**config.mk**
```make
export PLATFORM = sky130hd
export DESIGN_NAME = sid_reg_shadow
export DESIGN_NICKNAME = d
export VERILOG_FILES = /design/src/rtl/sid_reg_shadow.sv
export SDC_FILE = /design/constraint.sdc
export NUM_CORES = 1
export LEC_CHECK = 0
export BUFFER_PORTS_ARGS = -buffer_cell sky130_fd_sc_hd__buf_2
export CORE_MARGIN = 2
export CORE_UTILIZATION = 55
export DETAILED_ROUTE_END_ITERATION = 10
export GPL_TIMING_DRIVEN = 0
export PLACE_DENSITY = 0.73
export SYNTH_ARGS = -nofsm -noshare
export SYNTH_HDL_FRONTEND = slang
export SYNTH_SLANG_ARGS = --single-unit
```
**constraint.sdc**
```tcl
create_clock -name clk -period 4.85 [get_ports clk]
set_input_delay 0.2425 -clock clk [delete_from_list [all_inputs] [get_ports clk]]
set_output_delay 0.2425 -clock clk [all_outputs]
set_load 0.01 [all_outputs]
```
**src/rtl/sid_reg_shadow.sv**
```systemverilog
// sid_reg_shadow: host-written SID register shadow RAM with dirty-entry round-robin forwarding to the SID bus.
// Optional clear engine (clr port) enabled by defining SID_SHADOW_CLR_EN.
module sid_reg_shadow #(
  parameter int DATA_W  = 8,
  parameter int ADDR_W  = 5,
  parameter int CH_BITS = 1
) (
  input  logic               clk,
  input  logic               rst,
`ifdef SID_SHADOW_CLR_EN
  input  logic               clr,
`endif
  input  logic               wr_en,
  input  logic [CH_BITS-1:0] wr_ch,
  input  logic [ADDR_W-1:0]  wr_addr,
  input  logic [DATA_W-1:0]  wr_data,
  input  logic [CH_BITS-1:0] rd_ch,
  input  logic [ADDR_W-1:0]  rd_addr,
  output logic [DATA_W-1:0]  rd_data,
  output logic               sid_req,
  input  logic               sid_ack,
  output logic [CH_BITS-1:0] sid_ch,
  output logic [ADDR_W-1:0]  sid_addr,
  output logic [DATA_W-1:0]  sid_data,
  output logic               busy
);
  localparam int IDX_W = CH_BITS + ADDR_W;
  localparam int N     = 2 ** IDX_W;
  typedef enum logic {SCAN, ISSUE} state_t;
  state_t              r_state, w_state_nxt;
  logic [IDX_W-1:0]    r_ptr, w_ptr_nxt, w_wr_idx, w_clr_idx;
  logic [N-1:0]        r_dirty, w_dirty_nxt;
  logic [DATA_W-1:0]   r_mem [N];
  logic [CH_BITS-1:0]  r_sid_ch;
  logic [ADDR_W-1:0]   r_sid_addr;
  logic [DATA_W-1:0]   r_sid_data;
  logic                w_latch, w_clr_we;
  assign w_wr_idx = {wr_ch, wr_addr};
`ifdef SID_SHADOW_CLR_EN
  logic             r_clr_act;
  logic [IDX_W-1:0] r_clr_idx;
  always_ff @(posedge clk or posedge rst) begin
    if (rst) begin
      r_clr_act <= 1'b0;
      r_clr_idx <= '0;
    end else if (clr) begin
      r_clr_act <= 1'b1;
      r_clr_idx <= '0;
    end else if (r_clr_act) begin
      r_clr_act <= ~&r_clr_idx;
      r_clr_idx <= r_clr_idx + 1'b1;
    end
  end
  assign w_clr_we  = r_clr_act;
  assign w_clr_idx = r_clr_idx;
`else
  assign w_clr_we  = 1'b0;
  assign w_clr_idx = '0;
`endif
  // Host write is ordered last so it wins over a clear at the same index.
  always_ff @(posedge clk) begin
    if (w_clr_we) r_mem[w_clr_idx] <= '0;
    if (wr_en) r_mem[w_wr_idx] <= wr_data;
  end
  assign rd_data = r_mem[{rd_ch, rd_addr}];
  always_comb begin
    w_state_nxt = r_state;
    w_ptr_nxt   = r_ptr;
    w_latch     = 1'b0;
    if (r_state == SCAN) begin
      if (r_dirty[r_ptr]) begin
        w_latch     = 1'b1;
        w_state_nxt = ISSUE;
      end else w_ptr_nxt = r_ptr + 1'b1;
    end else if (sid_ack) begin
      w_state_nxt = SCAN;
      w_ptr_nxt   = r_ptr + 1'b1;
    end
  end
  // Sets are applied after the latch clear so a colliding write keeps the entry dirty.
  always_comb begin
    w_dirty_nxt = r_dirty;
    if (w_latch) w_dirty_nxt[r_ptr] = 1'b0;
    if (w_clr_we) w_dirty_nxt[w_clr_idx] = 1'b1;
    if (wr_en) w_dirty_nxt[w_wr_idx] = 1'b1;
  end
  always_ff @(posedge clk or posedge rst) begin
    if (rst) begin
      r_state    <= SCAN;
      r_ptr      <= '0;
      r_dirty    <= '0;
      r_sid_ch   <= '0;
      r_sid_addr <= '0;
      r_sid_data <= '0;
    end else begin
      r_state <= w_state_nxt;
      r_ptr   <= w_ptr_nxt;
      r_dirty <= w_dirty_nxt;
      if (w_latch) begin
        r_sid_ch   <= r_ptr[IDX_W-1:ADDR_W];
        r_sid_addr <= r_ptr[ADDR_W-1:0];
        r_sid_data <= r_mem[r_ptr];
      end
    end
  end
  assign sid_req  = (r_state == ISSUE);
  assign sid_ch   = r_sid_ch;
  assign sid_addr = r_sid_addr;
  assign sid_data = r_sid_data;
  assign busy     = |r_dirty | sid_req | w_clr_we;
endmodule

```
* Yosys cells after proc, flatten, opt, wreduce, memory -nomap -nowiden
Memory sizes are Yosys's and may differ from the RTL's. A register that Yosys moved wholly into a read port is not among the register bits.
Index checks and enable logic that the tools add are counted.
** Operators by class
- Reduce and logical (&&, ||, !) cells :: 4
- Multiplexer cells :: 17
- Order comparisons :: 4
- Bitwise logic cells :: 4
- $add $sub $neg :: 1
- Equal/unequal tests :: 2
** Operators by type and width (count)
- $mux 64 :: 2
- $and 64x64->64 :: 1
- $not 64->64 :: 1
- $or 64x64->64 :: 1
- $reduce_or 64->1 :: 1
- $mux 6 :: 3
- $lt 6x7->1 const B :: 2
- $demux 1 s6 :: 2
- $ge 6x1->1 const B :: 2
- $mux 1 :: 9
- $add 6x1->6 const B :: 1
- $bmux 1 s6 :: 1
- $ne 2x2->1 const B :: 2
- $logic_and 1x1->1 :: 2
- $reduce_and 2->1 :: 1
- $or 1x1->1 :: 1
** Storage, ports and cells
- Output and inout port bits :: 24
- Memories kept :: 1
- Memory bits (writable) :: 512
- Flip-flop bits (word level) :: 77
- Input port bits :: 24
- Word-level logic and storage cells :: 38
** Memories
- r_mem :: words 64, bits a word 8, rd ports 2, clocked after Yosys merged registers in 1, write ports 1, RTL line 33 : logic [DATA_W-1:0] r_mem [N];

* Depth between registers and ports, before layout
Gate-level depths: netlist of run 1.
- Word-level depth :: 9
- Depth in mapped cells :: 14
- Depth with buffers taken out :: 8

* Worst setup path after synthesis of run 1
OpenSTA, ideal clock, no wires.
- Kind :: input-to-output
- Start :: input rd_addr[0]
- End :: output rd_data[0]
- Stages :: 5
- Slack :: 2052 ps
- Required time :: 4608 ps
- Buffers on the path :: 2
- Arrival :: 2556 ps
- Cells stage by stage :: buf_2 -> buf_1 -> mux4_2 -> mux4_2 -> mux4_2
** Between the ends
- Longest elaborated chain between the ends :: 1
** RTL lines
- from (decl) :: RTL line 18 : input logic [ADDR_W-1:0] rd_addr,
- $mem_v2 64x8
- to (decl) :: RTL line 19 : output logic [DATA_W-1:0] rd_data,
Every way passes these cells.

* Worst setup path in the final report of run 1
- Start :: register r_ptr[1]
- End :: register r_sid_data[0] (netlist: sid_data[0]), read port of r_mem
** Between the ends
- Longest elaborated chain between the ends :: 4
** RTL lines
- from (decl) :: RTL line 31 : logic [IDX_W-1:0] r_ptr, w_ptr_nxt, w_wr_idx, w_clr_idx;
- from (signal assigned) :: RTL line 97 : r_ptr <= w_ptr_nxt;
- $bmux 1 s6 :: RTL line 71 : if (r_dirty[r_ptr]) begin
- $mux 1 (implied by the code) :: RTL line 71
- $mux 1 :: RTL line 71
- $mux 1 :: RTL line 70 : if (r_state == SCAN) begin
- to (decl) :: RTL line 36 : logic [DATA_W-1:0] r_sid_data;
Parallel ways exist; a longest one is shown, timed or not. The select of a mux whose other input is x is not followed.
A chain may end at the register's enable or synchronous reset.

==> results of run 1 <==
## report_power, final
group | internal (mW) | switching (mW)
sequential | 5.86 | 0.242
clock | 2.77 | 2.08
combinational | 2.29 | 5.50
## logic make-up after synthesis
group | Yosys count | share of synthesized area, %
flip-flops | 597 | 62.0
AO/OA/AOI/OAI | 402 | 9.91
multiplexers | 322 | 20.8
AND/OR/NAND/NOR | 247 | 4.04
buffers and inverters | 160 | 2.99
XOR/XNOR | 5 | 0.155
adder cells (fa/ha/maj) | 1 | 0.0444
## worst register-to-register path, cell delays in order, from the launching register on
cell      delay (ns)
dfrtp_1         0.37
buf_6           0.15
buf_6           0.22
buf_4           0.39
buf_4           0.46
buf_4           0.44
buf_2           0.54
clkbuf_2        0.61
mux2i_1         0.61
o22ai_1         0.22
nor4_2          0.56
o21ai_0         0.16
## sequential cells by signal, summed over array words and instances, names as in the netlist
name	count
r_mem	512
r_ptr	6
sid_data	8
r_dirty	64
sid_req	1
sid_ch	1
sid_addr	5
## cell usage in the layout, fill, tap and decap left out, types with 55 or more instances in the layout
master,instances
edfxtp_1,512
mux4_2,200
nor2_1,131
dfrtp_1,85
o21ai_0,82
buf_2,77
a221oi_1,74
clkbuf_1,71
a21oi_1,63
clkbuf_16,61
mux2_2,58
mux2i_1,57
o31ai_1,55
## final cells by class
class / count / area, sq um
Clock inverter: 40 / 414
Sequential cell: 597 / 17500
Clock buffer: 72 / 1600
Antenna cell: 2 / 5.00
Fill cell: 3690 / 19000
Buffer: 156 / 835
Inverter: 4 / 17.5
Multi-Input combinational cell: 977 / 9870
Tap cell: 672 / 841
Timing Repair Buffer: 46 / 269
## repair_timing
action	4_1_cts	5_1_grt
hold buffers	2	0
pin swaps	0	0
setup endpoints to repair	1	1
gates resized for setup	1	4
hold endpoints to repair	87	0
## worst max-delay path by stage
| stage | end | start | cells after the start | slack [ns] |
|---|---|---|---|---|
| floorplan | rd_data[0] | rd_addr[0] | 5 | 2.05 |
| global placement | sid_data[0]$_DFFE_PP0N_ | r_ptr[1]$_DFFE_PP0P_ | 11 | -0.20 |
| detailed placement | sid_data[0]$_DFFE_PP0N_ | r_ptr[1]$_DFFE_PP0P_ | 11 | -0.28 |
| CTS | sid_data[0]$_DFFE_PP0N_ | r_ptr[1]$_DFFE_PP0P_ | 11 | 0.12 |
| global route | sid_data[0]$_DFFE_PP0N_ | r_ptr[1]$_DFFE_PP0P_ | 11 | 0.12 |
| finish | sid_data[0]$_DFFE_PP0N_ | r_ptr[1]$_DFFE_PP0P_ | 11 | -0.03 |
## metal layers
metal	track usage, %	vias up	share of wire [%]
met5	0	-	0.11
met4	27.8	6	7.9
met3	17.7	486	17
met2	60.1	2098	41
met1	56.6	10300	34
li1	-	7448	-
==> results.toml, run 1 <==
[outcome]
status = "finished, violations left"
violations = "capacitance limit, slew limit, setup timing"

[critical_path]
rrSetupSlack_ns = -0.03
crit_chain = "buf_6, buf_6, buf_4, buf_4, buf_4, buf_2, clkbuf_2, mux2i_1, o22ai_1, nor4_2, o21ai_0"
critical_path_class = "reg -> reg"
critPathBufInv = 7
critPathMaxStageDelay_ns = 0.61
worstSetupStartpointType = "flop"
crit_path_max_fanout = 11
r2r_cells = 11
reg2reg_to = "sid_data[0]$_DFFE_PP0N_"
cpMostUsedCell = "buf_4"
timing.rr.start = "r_ptr[1]$_DFFE_PP0P_"
arrival_ns = 5.38
cp-end-kind = "flop"
cp.required_ns = 5.35
critical-path-top-delay-family = "buffers and inverters"
slowest_stage = "clkbuf_2"

[place]
dp.cells = 2449
place_congestion = 1.04
dpl_cell_area_sq_um = 29300
place_hpwl_um = 76700
portBuffers = 42
dp_slack_ns = -0.279

[floorplanning]
die_area_sq_um = 53100
coreArea_sq_um = 50400
die_height_um = 230
start_util_pct = 56.0
die_w_um = 230
rows = 82
ioPinCount = 48

[sta]
fin_skew_ns = 0.0139
drv_slew = 11
tightest_slew_ns = 1.53
grt_setup_unrepaired = "false"
fmax_mhz = 205
worst_slack_ns = -0.0280
period_minus_slack_ns = 4.88
final.setup.tns_ns = -0.0280
relSlewSlack_pct = -1.78
final.period_utilization_pct = 101
finalSetupViolCount = 1
hold_viol = 0
hold_ws_ns = 0.0508

[cts]
cts_buffers = 59
clock-sinks = 597
cts-root-buf = "clkbuf_16"
ctsHtreeMaxLevel = 2
clk_pin_slew_ns = 0.06
tritoncts = "done"
clk_latency_ns = 0.66
clockBufferDepth = 3
post-cts-setup-buffers = 0

[route]
antenna_left = 0
drt-wirelength-per-cell_um = 44.3
via_count = 20400
first_pass_iters = 7
drtIter0Drc = 4065
wirelength_um = 114000
via_per_inst = 7.93
drc_errors = 0

[logic_synthesis]
yosysMostFrequentCell = "edfxtp_1"
synth_area_sq_um = 28200
syn_avg_cell_area_sq_um = 16.3
synthCells = 1734
netlist_top_cells_count = "edfxtp_1, mux4_2, nor2_1, dfrtp_1, o21ai_0"
ys_seq_elements = 597
synth_top_cell_by_area = "edfxtp_1"
async_flop_share_pct = 14.2
synth_top_area_share_pct = 54.5
yosysSeqAreaShare_pct = 62.0
synth_edf_count = 512
synth_area_leaders = "edfxtp_1, mux4_2, dfrtp_1"
ys.flop_type = "edfxtp_1"
ys_types = 64
yosys_warnings = 0
synth_fp_nets = 1759

[global_route]
grt_overflow = 0
grt_pass1_vias = 19400
antenna_found_initial = 6
grt_pass1_wl_um = 156000
grt.total_usage_pct = 43.3
grt_max_degree = 67

[layout]
syn_to_final_growth_pct = 11.2
layout-drive-gt1-share_pct = 25.6
final_util_pct = 62.2
fin_nets = 1866
fin_area_sq_um = 31400
finalNonFillerCells = 2566

[hold_path]
hp-class = "in -> reg"
min_from = "wr_ch"
hold_end = "r_dirty[34]$_DFF_PP0_"
hold_depth = 3

[power_and_ir_drop]
vdd_ir_drop_max_mv = 0.450
p_leak_nw = 10.0
power_density_nw_per_um2 = 597
p_total_mw = 18.7

[flow_run]
maxCapViolations = 2
(Power assumes the default switching activity.)
==> inputs of run 2 (changes only) <==
- CORE_MARGIN: 2 -> 1
- PLACE_DENSITY: 0.73 -> 0.69
- REMOVE_ABC_BUFFERS: default -> 1
==> run 2 against run 1 <==
The flow finishes with violations (capacitance limit, slew limit). Worst hold slack better by 0.13 ns. Sequential share of layout area up 0.38 points. Clock skew barely moved. Combinational power down 21%. Routed wire length is 23% lower. Sequential cell count did not move.
==> results.toml, run 2 (synthesized netlist as in run 1, its figures left out) <==
[outcome]
status = "finished, violations left"
violations = "capacitance limit, slew limit"

[layout]
syn_to_final_growth_pct = 10.5
largest-register = "r_mem"
finalNonFillerCells = 2434
final_common_cell = "edfxtp_1"
layout_common_cells = "edfxtp_1, mux4_2, nor2_1, o21ai_0, dfrtp_1"
layout-drive-gt1-share_pct = 25.9
antennaDiodeCount = 0
fin_nets = 1737
fin_area_sq_um = 31200
final_util_pct = 61.9
largest_reg_flops = 512

[cts]
cts-root-buf = "clkbuf_16"
clockBufferDepth = 3
clk_latency_ns = 0.65
clock-sinks = 597
tritoncts = "done"
ctsHtreeMaxLevel = 2
cts_buffers = 60
clk_pin_slew_ns = 0.06

[floorplanning]
die_area_sq_um = 52200
ioPinCount = 48
start_util_pct = 56.0
die_height_um = 228
die_w_um = 228
rows = 82
coreArea_sq_um = 50400

[power_and_ir_drop]
seq_power_share_pct = 36.7
clock_power_share_pct = 27.5
power_switching_mw = 6.33
power_density_nw_per_um2 = 554
p_total_mw = 17.3
p_comb_share_pct = 35.8
p_leak_nw = 9.89
switching_share_pct = 36.7
vdd_ir_drop_max_mv = 0.400
cellInternalPower_mw = 10.9

[critical_path]
timing.rr.start = "r_ptr[2]$_DFFE_PP0P_"
critical_path_class = "reg -> reg"
crit_start = "r_ptr[2]$_DFFE_PP0P_"
arrival_ns = 5.22
cp-end-kind = "flop"
crit_path_max_fanout = 53
cp.required_ns = 5.36
worstSetupStartpointType = "flop"

[global_route]
antenna_found_initial = 3
busiest_layer = "met2"
grt.total_usage_pct = 33.8
gr-usage-met2_pct = 51.1
met3_usage_pct = 9.26
grt_pass1_vias = 18000
grt_pass1_wl_um = 126000
grt_overflow = 0
grt_max_degree = 78
grt_use_met1_pct = 45.4

[route]
via_count = 18400
drc_errors = 0
drtIter0Drc = 3058
via_per_inst = 7.58
first_pass_iters = 6
antenna_left = 0
wirelength_um = 87800
drt-wirelength-per-cell_um = 36.1

[sta]
relSlewSlack_pct = -0.313
finalSetupViolCount = 0
grt_setup_unrepaired = "false"
hold_ws_ns = 0.176
hold_viol = 0
period_minus_slack_ns = 4.71
worst_slack_ns = 0.141
drv_slew = 18
fin_skew_ns = 0.0137
final.period_utilization_pct = 97.1
fmax_mhz = 212
final.setup.tns_ns = 0
tightest_slew_ns = 1.50

[place]
dp.cells = 2319
dpl_cell_area_sq_um = 29100
place_hpwl_um = 54000
portBuffers = 47
place_congestion = 0.928
dp_slack_ns = 0.186

[hold_path]
hp-class = "in -> async"

[flow_run]
maxCapViolations = 2
run 2: cell types whose count changed in the layout (fill, tap and decap cells not counted), moves of 14 or more:
cell / before / now
clkbuf_1: 71 / 4
buf_4: 19 / 0
buf_1: 18 / 0
buf_16: 1 / 16
buf_6: 15 / 1
buf_2: 77 / 45
run 2: area by class of cell:
type	instances	area, sq um
multi-input combinational	977	9930
clock buffer	69	1600
timing repair buffer	72	847
inverter	4	17.5
fill	3543	19200
clock inverter	43	417
tap	672	841
sequential	597	17500
run 2: power groups by stage:
stage          Clock, mW  Combinational (mW)  Sequential (mW)
6_report            4.75                6.18             6.33
5_1_grt             4.95                6.37             6.36
4_1_cts             4.76                5.93             6.33
3_5_place_dp           0                5.91             6.44
3_3_place_gp           0                5.01             6.87
2_1_floorplan          0                3.19             6.57
run 2: layer usage:
metal / wire length, um / up-vias
li1: - / 7207
met1: 31200 / 9380
met2: 40500 / 1559
met3: 11400 / 290
met4: 4630 / 4
met5: 65 / -
run 2: path summary, 6_finish.rpt:
check | end | slack (ns) | depth (start not counted)
setup / recovery | r_dirty[56]$_DFF_PP0_ | 0.14 | 15
hold / removal | sid_addr[4]$_DFFE_PP0N_ | 0.18 | 3
setup reg to reg | r_dirty[56]$_DFF_PP0_ | 0.14 | 15
hold reg to reg | sid_data[1]$_DFFE_PP0N_ | 0.49 | 2
max in group asynchronous | r_dirty[54]$_DFF_PP0_ | 4.05 | 4
min in group clk | r_dirty[16]$_DFF_PP0_ | 0.37 | 3
run 2: repair_timing:
action	in CTS	in global routing
endpoints found under the setup margin	0	22
hold endpoints to repair	31	0
hold buffers	2	0
buffers inserted	0	1
resized for setup	0	1
run 2: worst max-delay path: stages (launching register included):
cell and delay, ns:
dfrtp_4 0.64, buf_16 0.31, buf_16 0.30, buf_16 0.30, nor2_2 0.24, buf_8 0.23, a22oi_1 0.28, o32ai_1 0.14
nor3b_1 0.52, o211ai_2 0.27, o21ai_4 0.44, buf_16 0.23, buf_16 0.19, buf_16 0.18, o31ai_1 0.09, o21ai_0 0.14
